==> config.mk <==
export PLATFORM = sky130hd
export DESIGN_NAME = paddle_motion
export DESIGN_NICKNAME = d
export VERILOG_FILES = /design/src/rtl/paddle_motion.sv
export SDC_FILE = /design/constraint.sdc
export NUM_CORES = 1
export LEC_CHECK = 0
export CORE_MARGIN = 3
export CORE_UTILIZATION = 56
export CTS_CLUSTER_SIZE = 16
export DETAILED_ROUTE_END_ITERATION = 16
export HOLD_SLACK_MARGIN = 0.05
export PLACE_DENSITY = 0.81
export SLEW_MARGIN = 10
export SYNTH_ARGS = -nofsm -noshare
export SYNTH_HDL_FRONTEND = slang
export SYNTH_SLANG_ARGS = --single-unit
==> constraint.sdc <==
create_clock -name clk -period 3.1 [get_ports clk]
set_input_delay 0.93 -clock clk [delete_from_list [all_inputs] [get_ports clk]]
set_output_delay 0.93 -clock clk [all_outputs]
set_load 0.05 [all_outputs]
==> src/rtl/paddle_motion.sv <==
// Two-player paddle position engine: per-frame IDLE/UP/DOWN FSM per paddle with clamping and recenter.
// Optional hold-time speed ramp enabled by defining PADDLE_ACCEL_EN (constant MIN_SPEED moves otherwise).
module paddle_motion #(
    parameter int unsigned SCREEN_H     = 480,
    parameter int unsigned PADDLE_H     = 80,
    parameter int unsigned Y_W          = 10,
    parameter int unsigned MIN_SPEED    = 2,
    parameter int unsigned MAX_SPEED    = 8,
    parameter int unsigned ACCEL_FRAMES = 4
) (
    input  logic           clk,
    input  logic           rst_n,
    input  logic           frame_tick,
    input  logic           recenter,
    input  logic           cleanup1,
    input  logic           cleandown1,
    input  logic           cleanup2,
    input  logic           cleandown2,
    output logic [Y_W-1:0] paddle1_y,
    output logic [Y_W-1:0] paddle2_y,
    output logic           moving1,
    output logic           moving2
);

    localparam int unsigned LIMIT   = SCREEN_H - PADDLE_H;
    localparam int unsigned CENTER  = LIMIT / 2;
    localparam int unsigned SPEED_W = 4;

    localparam logic [Y_W-1:0]     LIMIT_Y  = Y_W'(LIMIT);
    localparam logic [Y_W-1:0]     CENTER_Y = Y_W'(CENTER);
    localparam logic [SPEED_W-1:0] MIN_SPD  = SPEED_W'(MIN_SPEED);

`ifdef PADDLE_ACCEL_EN
    // One spare count so cnt + 1 never wraps before saturation.
    localparam int unsigned CNT_W = $clog2(ACCEL_FRAMES + 2);
`endif

    if (MIN_SPEED == 0 || MAX_SPEED > 15 || MIN_SPEED > MAX_SPEED ||
        ACCEL_FRAMES == 0 || PADDLE_H >= SCREEN_H || LIMIT >= (2 ** Y_W)) begin : g_bad_cfg
        $error("paddle_motion: invalid parameter set");
    end

    typedef enum logic [1:0] {
        ST_IDLE = 2'd0,
        ST_UP   = 2'd1,
        ST_DOWN = 2'd2
    } state_e;

    // Release of rst_n is re-timed so ticks are only honoured once both flops are set.
    logic [1:0] rst_sync_q;
    logic       run;
    logic       tick_en;
    logic       recenter_en;

    always_ff @(posedge clk or negedge rst_n) begin
        if (!rst_n) begin
            rst_sync_q <= 2'b00;
        end else begin
            rst_sync_q <= {rst_sync_q[0], 1'b1};
        end
    end

    assign run         = rst_sync_q[1];
    assign tick_en     = frame_tick & run;
    assign recenter_en = recenter & run;

    logic [1:0] up_v;
    logic [1:0] dn_v;

    assign up_v = {cleanup2, cleanup1};
    assign dn_v = {cleandown2, cleandown1};

    for (genvar ch = 0; ch < 2; ch++) begin : g_ch
        state_e             state_q;
        state_e             state_d;
        state_e             dir;
        logic [Y_W-1:0]     y_q;
        logic [Y_W-1:0]     y_d;
        logic               moving_q;
        logic               moving_d;
        logic [SPEED_W-1:0] speed_eff;
        logic [Y_W:0]       sum_down;
`ifdef PADDLE_ACCEL_EN
        logic [SPEED_W-1:0] speed_q;
        logic [SPEED_W-1:0] speed_d;
        logic [CNT_W-1:0]   cnt_q;
        logic [CNT_W-1:0]   cnt_d;
        logic [CNT_W-1:0]   cnt_next;
`endif

        // Both or neither button pressed decodes to IDLE.
        always_comb begin
            dir = ST_IDLE;
            if (up_v[ch] && !dn_v[ch]) begin
                dir = ST_UP;
            end else if (dn_v[ch] && !up_v[ch]) begin
                dir = ST_DOWN;
            end
        end

        always_comb begin
            state_d   = state_q;
            y_d       = y_q;
            moving_d  = moving_q;
            speed_eff = MIN_SPD;
`ifdef PADDLE_ACCEL_EN
            speed_d   = speed_q;
            cnt_d     = cnt_q;
            cnt_next  = CNT_W'(1);
            if (dir == state_q) begin
                speed_eff = speed_q;
                cnt_next  = cnt_q + CNT_W'(1);
            end
`endif
            sum_down = {1'b0, y_q} + (Y_W + 1)'(speed_eff);

            if (recenter_en) begin
                state_d  = ST_IDLE;
                y_d      = CENTER_Y;
                moving_d = 1'b0;
`ifdef PADDLE_ACCEL_EN
                speed_d  = MIN_SPD;
                cnt_d    = '0;
`endif
            end else if (tick_en) begin
                state_d  = dir;
                moving_d = (dir != ST_IDLE);
                case (dir)
                    ST_UP: begin
                        y_d = (y_q < Y_W'(speed_eff)) ? '0 : y_q - Y_W'(speed_eff);
                    end
                    ST_DOWN: begin
                        y_d = (sum_down > (Y_W + 1)'(LIMIT)) ? LIMIT_Y : sum_down[Y_W-1:0];
                    end
                    default: begin
                        y_d = y_q;
                    end
                endcase
`ifdef PADDLE_ACCEL_EN
                // Ramp keeps running even while the position is pinned at a clamp limit.
                if (dir == ST_IDLE) begin
                    speed_d = MIN_SPD;
                    cnt_d   = '0;
                end else if (cnt_next == CNT_W'(ACCEL_FRAMES) &&
                             speed_eff < SPEED_W'(MAX_SPEED)) begin
                    speed_d = speed_eff + SPEED_W'(1);
                    cnt_d   = '0;
                end else begin
                    speed_d = speed_eff;
                    cnt_d   = (cnt_next > CNT_W'(ACCEL_FRAMES)) ? CNT_W'(ACCEL_FRAMES) : cnt_next;
                end
`endif
            end
        end

        always_ff @(posedge clk or negedge rst_n) begin
            if (!rst_n) begin
                state_q  <= ST_IDLE;
                y_q      <= CENTER_Y;
                moving_q <= 1'b0;
`ifdef PADDLE_ACCEL_EN
                speed_q  <= MIN_SPD;
                cnt_q    <= '0;
`endif
            end else begin
                state_q  <= state_d;
                y_q      <= y_d;
                moving_q <= moving_d;
`ifdef PADDLE_ACCEL_EN
                speed_q  <= speed_d;
                cnt_q    <= cnt_d;
`endif
            end
        end
    end

    assign paddle1_y = g_ch[0].y_q;
    assign paddle2_y = g_ch[1].y_q;
    assign moving1   = g_ch[0].moving_q;
    assign moving2   = g_ch[1].moving_q;

endmodule

==> impl_metrics.tcl <==
set metrics [dict create \
    hold_path_class "register to register" \
    worst_setup_path_end_kind "output pin" \
    hold_viol_final 0 \
    grt_overflow 0 \
    drive_gt1_share_pct 10.56 \
    p_total_w 0.0009345 \
    synth_flop_cell "dfrtp_1" \
    pin_count 30 \
    clkLatencyLatePin_ns 0.26 \
    yosysSeqAreaShare_pct 25.33 \
    worst_pin_slew_ns 0.6079 \
    htreeDepth 1 \
    path_cells "clkdlybuf4s50_1" \
    fp-row-count 22 \
    startpoint_type "register" \
    outcome "finished clean" \
    place_congestion 0.9154 \
    wl_met1_um 2441 \
    ys_ff_latch 22 \
    p_leak_nw 0.9804 \
    dieArea_um2 4723 \
    max_stage_delay_ns 0.87 \
    cts_tree "done" \
    wl_met2_um 2673 \
    synth_warnings 0 \
    critical-path-top-delay-family "buffers and inverters" \
    synth_edf_count 0 \
    highest_layer "met4" \
    skew_ns 0.008441 \
    die_w_um 68.73 \
    async_flop_share_pct 100.0 \
    ys_types 64 \
    post_drt_wl_per_cell_um 15.41 \
    drv_cap 0 \
    synth.cell_area_um2 2203 \
    critPathKind "register to output pin" \
    clk_pin_slew_ns 0.09 \
    antenna_found_initial 0 \
    post-dp-hpwl_um 4031 \
    die_h_um 68.73 \
    peakVddDrop_v 0.0002692 \
    critPathMaxFanout 16 \
    vias 2147 \
    io_buffers 27 \
    cts.sinks 22 \
    cp.required_ns 2.17 \
    grt_pass1_vias 1877 \
    wl_met3_um 233 \
    cts_buffer_depth 2 \
    areaGrowthSynthToFinish_pct 14.99 \
    setup_viol 0 \
    post-route-drc-count 0 \
    firstDrtPassIters 4 \
    final.fill_count 326 \
    track_usage_pct 23.52 \
    crit_slowest_cell "clkdlybuf4s50_1" \
    relSlewSlack_pct 59.38 \
    worst-path-buf-inv 1 \
    initial_utilization_pct 59.29 \
    rsz0062_at_grt "no" \
    cp_data_arrival_time_ns 1.84 \
    slew_violations 0 \
    period_share_pct 89.43 \
    ctsHoldBuffers 0 \
    postSynthAreaPerCell_um2 7.624 \
    syn_inst 289 \
    core_um2 3716 \
    finalCriticalPeriod_ns 2.772 \
    setup_tns_ns 0 \
    ctsResizeCount 0 \
    grt_max_degree 23 \
    grt_pass1_wl_um 8645 \
    ant_nets 0 \
    vias_per_cell 6.117 \
    finalNetCount 320 \
    cts_buffers 3 \
    cts_setup_buffers 0 \
    cts-root-buf "clkbuf_8" \
    clock.fmax_mhz 360.7 \
    routed_wl_um 5408 \
    p_per_area_nw_per_um2 368.8 \
    initialDrtViolationCount 139 \
    antenna_cells 0 \
]
layout make-up:
cell class              count  area (um2)  share of cell area [%]
flip-flops and latches     22       558.0                   22.02
well taps                  48       60.06                   2.370
repair buffers             35       330.3                   13.04
inverters                  15       56.30                   2.222
clock inverters             1       30.03                   1.185
multi-input cells         227        1458                   57.53
clock buffers               3       41.29                   1.630
sequential cells by signal (all words and copies together) (netlist names):
register	flops
paddle2_y	9
moving2	1
paddle1_y	9
moving1	1
rst_sync_q	2
per-stage QoR:
stage / setup WS [ns] / cell area [um2] / instances / util (%) / hold slack [ns]
global placement: 0.2495 / 2462 / 347 / 66.26 / 0.3330
global route: 0.2582 / 2534 / 351 / 68.18 / 0.3613
detailed placement: 0.1934 / 2462 / 347 / 66.26 / 0.3347
finish: 0.3277 / 2534 / 351 / 68.18 / 0.3530
floorplan: 0.5207 / 2207 / 290 / - / 0.3312
CTS: 0.3344 / 2534 / 351 / 68.18 / 0.3550
power by group:
group / internal (W) / leakage (nW) / total (W) / switching, W
logic: 0.000115 / 0.667 / 0.000306 / 0.000191
registers: 0.000312 / 0.278 / 0.000361 / 0.0000491
clock network: 0.000172 / 0.0357 / 0.000268 / 0.0000952
total: 0.000599 / 0.980 / 0.000934 / 0.000335
logic make-up (layout without fill, tap and decap cells):
group,Yosys count,after routing,synth area share (%)
mux,4,4,1.931
fa+ha+maj,8,8,4.543
xor+xnor,14,14,5.565
compound gates,85,85,25.61
flops,22,22,25.33
buf+inv,41,54,8.688
simple gates,113,113,28.00
other cells,2,3,0.3408
synth_stat cells, types with 4 or more instances:
| cell type | number | area [um2] |
|---|---|---|
| o211ai_1 | 4 | 30.03 |
| inv_1 | 15 | 56.30 |
| nor3_1 | 18 | 90.09 |
| nor3b_1 | 4 | 30.03 |
| o21ai_0 | 15 | 75.07 |
| dfrtp_1 | 16 | 400.4 |
| xor2_1 | 4 | 35.03 |
| dfstp_2 | 6 | 157.7 |
| nand3_1 | 7 | 35.03 |
| o21ai_1 | 8 | 40.04 |
| nand2_1 | 23 | 86.33 |
| buf_2 | 9 | 45.04 |
| a21oi_1 | 18 | 90.09 |
| o22ai_1 | 4 | 25.02 |
| a21o_1 | 4 | 30.03 |
| nand4_1 | 4 | 25.02 |
| clkbuf_1 | 11 | 41.29 |
| nor2_1 | 29 | 108.9 |
| xnor2_1 | 10 | 87.58 |
| and3_1 | 4 | 25.02 |
| ha_1 | 8 | 100.1 |
placed cells by master, fill, tap and decap left out, types with 4 or more instances in the layout:
| master | count |
|---|---|
| dfstp_2 | 6 |
| and3_1 | 4 |
| o22ai_1 | 4 |
| inv_1 | 15 |
| nor2_1 | 29 |
| clkdlybuf4s50_1 | 27 |
| xnor2_1 | 10 |
| nor3b_1 | 4 |
| a21oi_1 | 18 |
| o21ai_0 | 15 |
| o21ai_1 | 8 |
| buf_4 | 8 |
| nand4_1 | 4 |
| ha_1 | 8 |
| o211ai_1 | 4 |
| nand2_1 | 23 |
| nand3_1 | 7 |
| dfrtp_1 | 16 |
| nor3_1 | 18 |
| xor2_1 | 4 |
| a21o_1 | 4 |
worst paths after layout:
path,start,endpoint,slack [ns],cells past startpoint
max,paddle1_y[3],paddle1_y[3],0.33,1
min,rst_sync_q[0],rst_sync_q[1],0.35,0
max reg2reg,paddle2_y[3],paddle2_y[4],0.59,6
min reg2reg,rst_sync_q[0],rst_sync_q[1],0.35,0
max in group asynchronous,rst_n,paddle2_y[3],1.80,2
min in group asynchronous,rst_n,paddle2_y[9],1.01,2
metal layers:
layer  vias up  GRT usage [%]
met5         -              0
met4         0          5.839
met3         6          4.052
met2        59          41.00
met1      1015          30.07
li1       1067              -
Power figures use the tool's default switching activity.
